### src/rtl/run_ctrl.sv
// Run-control sequencer: holds the core in reset-PC while start is high, launches on
// start falling, gates commits, and stops on a halt instruction or watchdog expiry.
//
// state | meaning
// IDLE  | after reset, waiting for the host to raise start
// LOAD  | start held high; PC forced to 0, counters and status cleared
// RUN   | executing; commits gated by halt_insn/stall
// DONE  | stopped; halt raised, counters and halt_pc frozen
module run_ctrl #(
    parameter int PC_W    = 10,
    parameter int CNT_W   = 32,
    parameter int TIMEOUT = 1048576
) (
    input  logic             CLK,
    input  logic             Reset,
    input  logic             start,
    input  logic             halt_insn,
    input  logic             stall,
    input  logic [PC_W-1:0]  pc,
    output logic             pc_init,
    output logic             run_en,
    output logic             halt,
    output logic             timeout,
    output logic [CNT_W-1:0] cycle_count,
    output logic [CNT_W-1:0] insn_count,
    output logic [PC_W-1:0]  halt_pc
);

    typedef enum logic [1:0] {IDLE, LOAD, RUN, DONE} state_t;

    localparam logic [CNT_W-1:0] CNT_LAST = CNT_W'(TIMEOUT - 1);
    localparam logic [CNT_W-1:0] CNT_MAX  = '1;
    localparam logic [CNT_W-1:0] CNT_ONE  = CNT_W'(1);

    state_t state, state_nxt;
    logic   wd_hit;

    assign wd_hit = (cycle_count == CNT_LAST);

    always_ff @(posedge CLK) begin
        if (Reset) state <= IDLE;
        else       state <= state_nxt;
    end

    always_comb begin
        state_nxt = state;
        case (state)
            IDLE: if (start) state_nxt = LOAD;
            LOAD: if (!start) state_nxt = RUN;
            RUN: begin
                if (start)          state_nxt = LOAD;
                else if (halt_insn) state_nxt = DONE;
                else if (wd_hit)    state_nxt = DONE;
            end
            DONE: if (start) state_nxt = LOAD;
            default: state_nxt = IDLE;
        endcase
    end

    // A restart request in RUN suppresses the in-flight commit.
    always_comb begin
        pc_init = (state == IDLE) || (state == LOAD);
        halt    = (state == DONE);
        run_en  = (state == RUN) && !start && !halt_insn && !stall;
    end

    // Status is cleared on entry to LOAD as well as while in it, so the host sees zeros
    // from the first LOAD cycle onward.
    always_ff @(posedge CLK) begin
        if (Reset) begin
            cycle_count <= '0;
            insn_count  <= '0;
            halt_pc     <= '0;
            timeout     <= 1'b0;
        end else if (state == LOAD || state_nxt == LOAD) begin
            cycle_count <= '0;
            insn_count  <= '0;
            halt_pc     <= '0;
            timeout     <= 1'b0;
        end else if (state == RUN) begin
            if (cycle_count != CNT_MAX) cycle_count <= cycle_count + CNT_ONE;
            if (run_en && insn_count != CNT_MAX) insn_count <= insn_count + CNT_ONE;
            if (state_nxt == DONE) begin
                halt_pc <= pc;
                timeout <= !halt_insn;
            end
        end
    end

endmodule

### config.mk
export PLATFORM = sky130hd
export DESIGN_NAME = run_ctrl
export DESIGN_NICKNAME = d
export VERILOG_FILES = /design/src/rtl/run_ctrl.sv
export SDC_FILE = /design/constraint.sdc
export NUM_CORES = 1
export LEC_CHECK = 0
export ABC_AREA = 0
export CELL_PAD_IN_SITES_DETAIL_PLACEMENT = 1
export CELL_PAD_IN_SITES_GLOBAL_PLACEMENT = 2
export CORE_MARGIN = 2
export CORE_UTILIZATION = 27
export CTS_BUF_LIST = sky130_fd_sc_hd__clkbuf_8
export CTS_CLUSTER_DIAMETER = 40
export DETAILED_ROUTE_END_ITERATION = 12
export HOLD_SLACK_MARGIN = 0.02
export PLACE_DENSITY_LB_ADDON = 0.1
export RECOVER_POWER = 100
export SYNTH_ARGS = -nofsm -noshare
export SYNTH_HDL_FRONTEND = slang
export SYNTH_SLANG_ARGS = --single-unit
### constraint.sdc
create_clock -name CLK -period 2 [get_ports CLK]
set_input_delay 0.2 -clock CLK [delete_from_list [all_inputs] [get_ports CLK]]
set_output_delay 0.2 -clock CLK [all_outputs]
set_load 0.02 [all_outputs]
==> results.json <==
{
  "sw_frac_of_total_pct": 27.5,
  "drive_above_1_share_pct": 40.3,
  "r2r_end": "insn_count[11]",
  "drc": 0,
  "ant_nets": 0,
  "arrival_ns": 2.44,
  "path_buf_inv": 5,
  "rsz0062_at_grt": "true",
  "drv_slew": 0,
  "crit_family": "compound AO/OA/AOI/OAI gates",
  "cp_slowest_cell": "dfxtp_2",
  "combPwrFrac_pct": 17.8,
  "power_frac_seq_pct": 46.2,
  "crit_chain": "inv_4, ha_4, buf_6, nor3b_4, o31a_1, o31ai_4, o31ai_4, buf_12, buf_12, buf_12, a21oi_1",
  "hold_end": "halt_pc[6]",
  "die_h_um": 123,
  "nets": 705,
  "gp_congestion": 0.765,
  "insertedDiodeCount": 0,
  "power.density_nw_per_um2": 486,
  "synth.distinct_cells": 46,
  "end_kind": "register",
  "skew_ns": 0.00803,
  "grt_antenna_before_repair": 0,
  "area_growth_pct": 78.6,
  "dieArea_um2": 15200,
  "clockRootBuffer": "clkbuf_8",
  "finalHoldViolCount": 0,
  "cap_viol_max_count": 0,
  "grt_max_degree": 15,
  "synth_ff_type": "dfxtp_1",
  "first_pass_iters": 4,
  "ys_seq_area_share_pct": 40.1,
  "place_inst": 821,
  "reg2regPathDepth": 11,
  "whs_path_depth": 2,
  "vias": 4511,
  "io_pins": 93,
  "avgSynthCellArea_um2": 8.46,
  "wire_per_inst_um": 17.3,
  "timing.hold.ws_ns": 0.425,
  "layout_common_cells": "buf_4, dlygate4sd3_1, dfxtp_1, nand2_1, or3_1",
  "hp-start": "pc[6]",
  "p_switching_mw": 0.917,
  "min_period_ns": 2.18,
  "synth_edf_count": 0,
  "required_ns": 2.25,
  "cts_tree": "yes",
  "pwr-share-clk_pct": 36.0,
  "hold_class": "input port to register",
  "first_global_vias": 4831,
  "cts_buffers": 9,
  "status": "finished with violations",
  "clock_path_buffers": 2,
  "die_w_um": 123,
  "violations": "negative setup slack",
  "via_per_inst": 5.19,
  "cts_sinks": 77,
  "layout_commonest_cell": "buf_4",
  "leakage_nw": 2.59,
  "num_rows": 43,
  "regToRegSetupSlack_ns": -0.18,
  "critPathMaxStageDelay_ns": 0.37,
  "grt_use_total_pct": 20.4,
  "start_util_pct": 27.7,
  "cp-start-kind": "register",
  "place.port_buffers": 92,
  "cts_hold_buf": 0,
  "max_clock_freq_mhz": 458,
  "r2r-start": "state[0]",
  "syn_inst": 454,
  "cts.clk_slew.worst_paths_ns": 0.09,
  "slew-limit-headroom_pct": 66.7,
  "ir_drop_mv": 0.288,
  "async_flop_share_pct": 0,
  "final_cells": 869,
  "layout_setup_ws_ns": -0.183,
  "core_region_area_um2": 13900,
  "setup_viol": 75,
  "cp-startpoint": "state[0]",
  "ys_ff_latch": 77,
  "routed_wl_um": 15000,
  "grt_pass1_wl_um": 24500,
  "clk_latency_ns": 0.37,
  "worst-setup-path-type": "register to register",
  "p_int_mw": 2.42,
  "ys_warn_count": 0,
  "htreeDepth": 3,
  "grt_remaining_overflow": 0,
  "crit_top_cell": "buf_12",
  "place_hpwl_um": 10100,
  "dp_slack_ns": -0.286,
  "worst_slew_pin_slew_ns": 0.497,
  "path_max_fanout": 12,
  "netlist_area_um2": 3840,
  "first_iter_violations": 171,
  "syn_nets": 475,
  "min_period_over_period_pct": 109
}
## worst max-delay path by stage
stage                     cells past startpoint  slack [ns]         endpoint
after global placement                        6       -0.22   insn_count[29]
final                                        11       -0.18   insn_count[11]
after detailed placement                      6       -0.29   insn_count[29]
after CTS                                     7       -0.15   insn_count[29]
after global routing                         11       -0.27   insn_count[24]
after floorplan                               7       -0.01  cycle_count[30]
## power by group through the flow
stage          registers (mW)  logic [mW]  clock network [mW]
5_1_grt                  1.54       0.631                1.31
4_1_cts                  1.54       0.638                1.24
2_1_floorplan            1.58       0.153                   0
3_3_place_gp             1.58       0.362                   0
6_report                 1.54       0.593                1.20
3_5_place_dp             1.58       0.369                   0
## metrics by stage
step           setup TNS (ns)  cell area [um2]  util [%]  total power [mW]
2_1_floorplan         -0.0144             3940         -              1.73
3_3_place_gp            -9.28             5890      42.5              1.94
3_5_place_dp           -15.95             5890      42.5              1.95
4_1_cts                 -7.37             6630      47.8              3.42
5_1_grt                -14.07             6860      49.4              3.48
6_report                -7.57             6860      49.4              3.33
## cell type report
| cell class | count | area (um2) |
|---|---|---|
| multi-input combinational | 350 | 2650 |
| sequential | 77 | 1590 |
| clock inverter | 7 | 66.3 |
| fill | 1637 | 7020 |
| clock buffer | 9 | 124 |
| tap | 180 | 225 |
| inverter | 11 | 51.3 |
| timing repair buffer | 235 | 2150 |
## timing repair
action	CTS	global route
setup endpoints to repair	77	76
pin swaps	12	22
gates cloned	8	0
setup buffers	24	9
resized for setup	53	70
## cell usage after synthesis, drive strengths merged, types with 9 or more instances
cell    number  area (um2)
and4        14         128
nand4       21         131
o31ai       17         141
a22o        11        96.3
dfxtp       77        1540
nor2        28         108
a211oi       9        67.6
nand2       34         128
nand3       22         110
or4         15         116
buf         16        97.6
xnor2       14         123
or3         31         194
a21oi       49         249
inv         11        41.3
o21ai       31         159
## sequential cells by signal, summed over array words and instances, names as in the netlist
signal       flops
cycle_count     32
insn_count      32
state            2
halt_pc         10
timeout          1
## cells by family after synthesis
group	Yosys count	synth area share (%)
simple gates	196	29.0
compound gates	125	20.4
flops	77	40.1
buf+inv	30	3.91
xor+xnor	19	4.33
fa+ha+maj	6	1.95
mux	1	0.261
## metal layers
layer,vias up,GRT usage (%),part of all wire [%]
met5,-,0,0
met4,0,6.46,1.6
met3,18,3.37,2.6
met2,73,37.5,53
met1,2232,24.1,43
li1,2188,-,-
Note: power is estimated with default switching activity, not from simulation.
==> RTL change 1: new RTL, same flow settings <==
The parameter `PC_W` goes from 10 to 8.
--- a/src/rtl/run_ctrl.sv
+++ b/src/rtl/run_ctrl.sv
@@ -7,7 +7,7 @@
 // RUN   | executing; commits gated by halt_insn/stall
 // DONE  | stopped; halt raised, counters and halt_pc frozen
 module run_ctrl #(
-    parameter int PC_W    = 10,
+    parameter int PC_W    = 8,
     parameter int CNT_W   = 32,
     parameter int TIMEOUT = 1048576
 ) (
Interface: changed (resized halt_pc and pc); port bits go from 93 to 89. The function was not compared with the original's and may differ.
==> RTL change 1 against the unedited design <==
Clock power is 7% lower; die area fell by 6.5%; cell area is 17% lower; global-route usage down 4.7 points; setup slack gained 0.26 ns; synthesized area fell by 6.7%; sequential cell count down 2; routed wire length fell by 27%; total power shrank 5.8%; critical path type unchanged; critical endpoint is now insn_count[5].
==> RTL change 1: results (changes against the unedited design) <==
- The top flip-flop cell by instance count after synthesis is sky130_fd_sc_hd__dfxtp_1 (unchanged).
- The arrival time of data at the critical path endpoint is 2.17 ns (was 2.44 ns).
- The total number of nets in the final design came to 582 (was 705).
- The worst-case clock skew is 0.0108 ns (was 0.00803 ns).
- Cell types with the largest area share after synthesis: sky130_fd_sc_hd__dfxtp_1 (42%), sky130_fd_sc_hd__nor2_1 (7.9%), sky130_fd_sc_hd__xor2_1 (7.8%), sky130_fd_sc_hd__xnor2_1 (7.1%), sky130_fd_sc_hd__nand4_1 (3.5%) (was sky130_fd_sc_hd__dfxtp_1 (40%), sky130_fd_sc_hd__a21oi_1 (6.3%), sky130_fd_sc_hd__or3_1 (5.1%), sky130_fd_sc_hd__o21ai_0 (3.8%), sky130_fd_sc_hd__nand4_1 (3.4%)).
- The fraction of met1 tracks used by global routing is 21.0% (was 24.1%).
- The routed length per placed instance was 14.7 um (was 17.3 um).
- The maximum net fanout on the critical path is 14 (was 12).
- Result of the run: finished clean (was complete, but fails checks).
- The actual transition at the worst max-transition pin came to 0.450 ns (was 0.497 ns).
- The net count after synthesis is 408 (was 475).
- The sequential-to-total area share from yosys stat came to 41.9% (was 40.1%).
- The post-detailed-routing wire length was 10,900 um (was 15,000 um).
- The via count of the first global-routing pass came to 3,501 (was 4,831).
- The peak supply drop is 235 uV (was 288 uV).
- The final HPWL from detailed placement came to 7970 um (was 10,100 um).
- The global-route met3 utilization is 3.83% (was 3.37%).
- Largest regs: cycle_count x32, insn_count x32, halt_pc x8 (was cycle_count x32, insn_count x32, halt_pc x10).
- The share of final-layout standard cells stronger than drive strength 1 was 27.5% (was 40.3%).
- The cell-internal power came to 2.30 mW (was 2.42 mW).
- The number of buffers added on ports is 88 (was 92).
- The cell count after synthesis came to 389 (was 454).
- The number of DRC markers in iteration 0 is 112 (was 171).
- The cell count after placement is 715 (was 821).
- The cell leakage power is 2.37 nW (was 2.59 nW).
- The initial antenna violation count is 1 (was 0).
- The largest net degree at the start of global routing is 23 (was 15).
[RTL change 1: kinds of logic after synthesis]
logic type,after synthesis,synth area share [%]
xor gates and xnor gates,61,14.9
muxes,2,0.559
AOI/OAI and AO/OA,34,8.42
adders and majority gates,6,2.09
and+or+nand+nor,193,28.7
buffers and inverters,18,3.42
DFF,75,41.9
[RTL change 1: layout make-up]
class / count / area [sq um] / area share, %
clock buffer: 12 / 165 / 2.90
clock inverter: 3 / 13.8 / 0.242
inverter: 6 / 27.5 / 0.483
multi-input combinational: 296 / 2120 / 37.3
sequential: 75 / 1520 / 26.7
tap: 176 / 220 / 3.87
timing repair buffer: 175 / 1630 / 28.6
[RTL change 1: repair_timing]
| item | 4_1_cts | 5_1_grt |
|---|---|---|
| endpoints found under the setup margin | 75 | 75 |
| setup buffers | 4 | 10 |
| pin swaps | 12 | 14 |
| gates resized for setup | 24 | 31 |
| gates cloned | 1 | 1 |
[RTL change 1: stage by stage]
step,instance area (sq um),setup slack [ns],hold slack [ns]
floorplan,3620,-0.0553,0.264
global placement,5190,-0.0894,0.455
detailed placement,5190,-0.136,0.455
CTS,5520,-0.0422,0.427
global route,5700,-0.0386,0.434
finish,5700,0.0720,0.446
[RTL change 1: metal layers]
metal	routed length [um]	share of wire, %	up-vias
li1	-	-	1696
met1	5280	48	1651
met2	4960	46	61
met3	471	4.3	11
met4	184	1.7	0
met5	0	0	-
[RTL change 1: final timing paths]
kind	endpoint	slack [ns]	startpoint	cells past startpoint
setup / recovery	insn_count[5]	0.07	state[1]	10
hold / removal	state[0]	0.45	Reset	2
setup reg to reg	insn_count[5]	0.07	state[1]	10
hold reg to reg	halt_pc[6]	0.47	halt_pc[6]	1
[RTL change 1: worst max-delay path, stage by stage, from the launching register on]
cell                       delay, ns
sky130_fd_sc_hd__dfxtp_4        0.39
sky130_fd_sc_hd__inv_4          0.05
sky130_fd_sc_hd__ha_4           0.28
sky130_fd_sc_hd__nand2b_4       0.06
sky130_fd_sc_hd__a221oi_4       0.22
sky130_fd_sc_hd__o21ai_2        0.09
sky130_fd_sc_hd__a21o_1         0.19
sky130_fd_sc_hd__o21ai_4        0.18
sky130_fd_sc_hd__buf_12         0.16
sky130_fd_sc_hd__buf_12         0.14
sky130_fd_sc_hd__nor2_1         0.05
[RTL change 1: power groups by stage]
| stage | registers [mW] | logic, mW | clock network (mW) |
|---|---|---|---|
| after detailed placement | 1.54 | 0.392 | 0 |
| after floorplan | 1.55 | 0.248 | 0 |
| after CTS | 1.51 | 0.484 | 1.16 |
| final | 1.51 | 0.523 | 1.11 |
| after global placement | 1.54 | 0.390 | 0 |
| after global routing | 1.51 | 0.572 | 1.24 |
==> RTL change 2: new RTL, same flow settings <==
Made on the original files. Register the output `insn_count` once more, cleared by the reset; this adds one clock of latency there. The other outputs are not delayed to match.
--- a/src/rtl/run_ctrl.sv
+++ b/src/rtl/run_ctrl.sv
@@ -31,6 +31,8 @@
     localparam logic [CNT_W-1:0] CNT_LAST = CNT_W'(TIMEOUT - 1);
     localparam logic [CNT_W-1:0] CNT_MAX  = '1;
     localparam logic [CNT_W-1:0] CNT_ONE  = CNT_W'(1);
+
+    logic [CNT_W-1:0] insn_count_s0;
 
     state_t state, state_nxt;
     logic   wd_hit;
@@ -69,17 +71,17 @@
     always_ff @(posedge CLK) begin
         if (Reset) begin
             cycle_count <= '0;
-            insn_count  <= '0;
+            insn_count_s0 <= '0;
             halt_pc     <= '0;
             timeout     <= 1'b0;
         end else if (state == LOAD || state_nxt == LOAD) begin
             cycle_count <= '0;
-            insn_count  <= '0;
+            insn_count_s0 <= '0;
             halt_pc     <= '0;
             timeout     <= 1'b0;
         end else if (state == RUN) begin
             if (cycle_count != CNT_MAX) cycle_count <= cycle_count + CNT_ONE;
-            if (run_en && insn_count != CNT_MAX) insn_count <= insn_count + CNT_ONE;
+            if (run_en && insn_count_s0 != CNT_MAX) insn_count_s0 <= insn_count_s0 + CNT_ONE;
             if (state_nxt == DONE) begin
                 halt_pc <= pc;
                 timeout <= !halt_insn;
@@ -87,5 +89,13 @@
         end
     end
 
+    always_ff @(posedge CLK) begin
+        if (Reset) begin
+            insn_count <= '0;
+        end else begin
+            insn_count <= insn_count_s0;
+        end
+    end
+
 endmodule
 
Check against the original RTL: not equivalent (Yosys sat finds a counterexample within 4 cycles, from zero or initial values and one cycle with Reset high).
==> RTL change 2 against the unedited design <==
The flow still finishes with violations (negative setup slack); first-iteration DRC count decreased by 22%; combinational power decreased by 32%; critical path depth decreased by 5; fmax decreased by 15%; total power increased by 23%; sequential cell count increased by 32; synthesized area increased by 29%; routed wire length increased by 3.9%; setup slack got worse by 0.40 ns; synthesized cell count increased by 17%; cell area increased by 8.2%; critical endpoint is now cycle_count[9]; largest cell class unchanged.
==> RTL change 2: results (changes against the unedited design) <==
- Result of the run: complete, but fails checks (unchanged).
- Violated checks: negative setup slack (unchanged).
- The setup slack after layout is -0.582 ns (was -0.183 ns).
- The post-synthesis mux area share is 0.202% (was 0.261%).
- The fraction of met1 tracks used by global routing is 20.7% (was 24.1%).
- The total number of nets in the final design is 762 (was 705).
- The post-synthesis share of cell area spent on full adders, half adders and majority gates came to 1.51% (was 1.96%).
- The post-route non-filler standard cell count came to 975 (was 869).
- The cell leakage power is 2.78 nW (was 2.59 nW).
- The via count of the first global-routing pass is 5,161 (was 4,831).
- The global-route track usage on met2 is 28.4% (was 37.5%).
- The largest net degree at the start of global routing is 35 (was 15).
- The switching power total came to 1.05 mW (was 0.917 mW).
- The xor/xnor share of the synthesized area was 3.53% (was 4.33%).
- The endpoint of the worst hold-timing path is halt_pc[3] (was halt_pc[6]).
- The peak supply drop came to 299 uV (was 288 uV).
- The net count after synthesis is 550 (was 475).
- The worst slew margin relative to its limit is 51.6% (was 66.7%).
- The launching instance or port of the critical path is cycle_count[20] (was state[0]).
- The worst-case clock skew was 0.00816 ns (was 0.00803 ns).
- The final number of setup-violating endpoints is 76 (was 75).
- The share of final-layout standard cells stronger than drive strength 1 is 33.0% (was 40.3%).
- Cell types with the largest area share after synthesis: sky130_fd_sc_hd__dfxtp_1 (44%), sky130_fd_sc_hd__a21oi_2 (7.1%), sky130_fd_sc_hd__or4_1 (4.2%), sky130_fd_sc_hd__nor2b_1 (3.7%), sky130_fd_sc_hd__or3_1 (3.4%) (was sky130_fd_sc_hd__dfxtp_1 (40%), sky130_fd_sc_hd__a21oi_1 (6.3%), sky130_fd_sc_hd__or3_1 (5.1%), sky130_fd_sc_hd__o21ai_0 (3.8%), sky130_fd_sc_hd__nand4_1 (3.4%)).
- The critical register-to-register path endpoint is cycle_count[9] (was insn_count[11]).
- The signed area change from the synthesized netlist to the final layout is 49.4% (was 78.6%).
- The share of final layout cell area taken by clock buffers and inverters is 2.98% (was 2.77%).
- The area used by multi-input combinational logic is 2660 sq um (was 2650 sq um).
- The part of the total power dissipated in combinational logic was 9.8% (was 17.8%).
- The number of DRC markers in iteration 0 is 133 (was 171).
- The non-clock buffer area fraction after layout is 27.2% (was 31.4%).
- The clock latency reported for the late side of the worst-skew pair is 0.39 ns (was 0.37 ns).
- The post-cts gate resize count is 30 (was 53).
- The average cell area after synthesis is 9.39 sq um (was 8.46 sq um).
- The distinct cell type count after synthesis is 56 (was 46).
- The multi-input combinational cell count is 382 (was 350).
- The clock transition at the registers of the reported paths is 0.11 ns (was 0.09 ns).
- The share of total power in the clock network came to 37.1% (was 36.0%).
- The arrival time of data at the critical path endpoint is 2.92 ns (was 2.44 ns).
- The source of the worst hold timing path is pc[3] (was pc[6]).
- The final HPWL from detailed placement came to 11,900 um (was 10,100 um).
==> RTL change 2: changes by cell type after synthesis, moves of 11 or more <==
cell	delta
sky130_fd_sc_hd__a21oi_1	-45
sky130_fd_sc_hd__buf_2	-11
sky130_fd_sc_hd__a21oi_2	+39
sky130_fd_sc_hd__dfxtp_1	+32
sky130_fd_sc_hd__nor2b_1	+28
sky130_fd_sc_hd__clkbuf_1	+16
sky130_fd_sc_hd__or4_1	+14
==> RTL change 2: worst max-delay path, cell delays in order, from the launching register on <==
cell,delay [ns]
sky130_fd_sc_hd__dfxtp_4,0.35
sky130_fd_sc_hd__or4_4,0.54
sky130_fd_sc_hd__or4_4,0.55
sky130_fd_sc_hd__o31a_1,0.30
sky130_fd_sc_hd__a311o_2,0.44
sky130_fd_sc_hd__buf_12,0.21
sky130_fd_sc_hd__a21oi_2,0.11
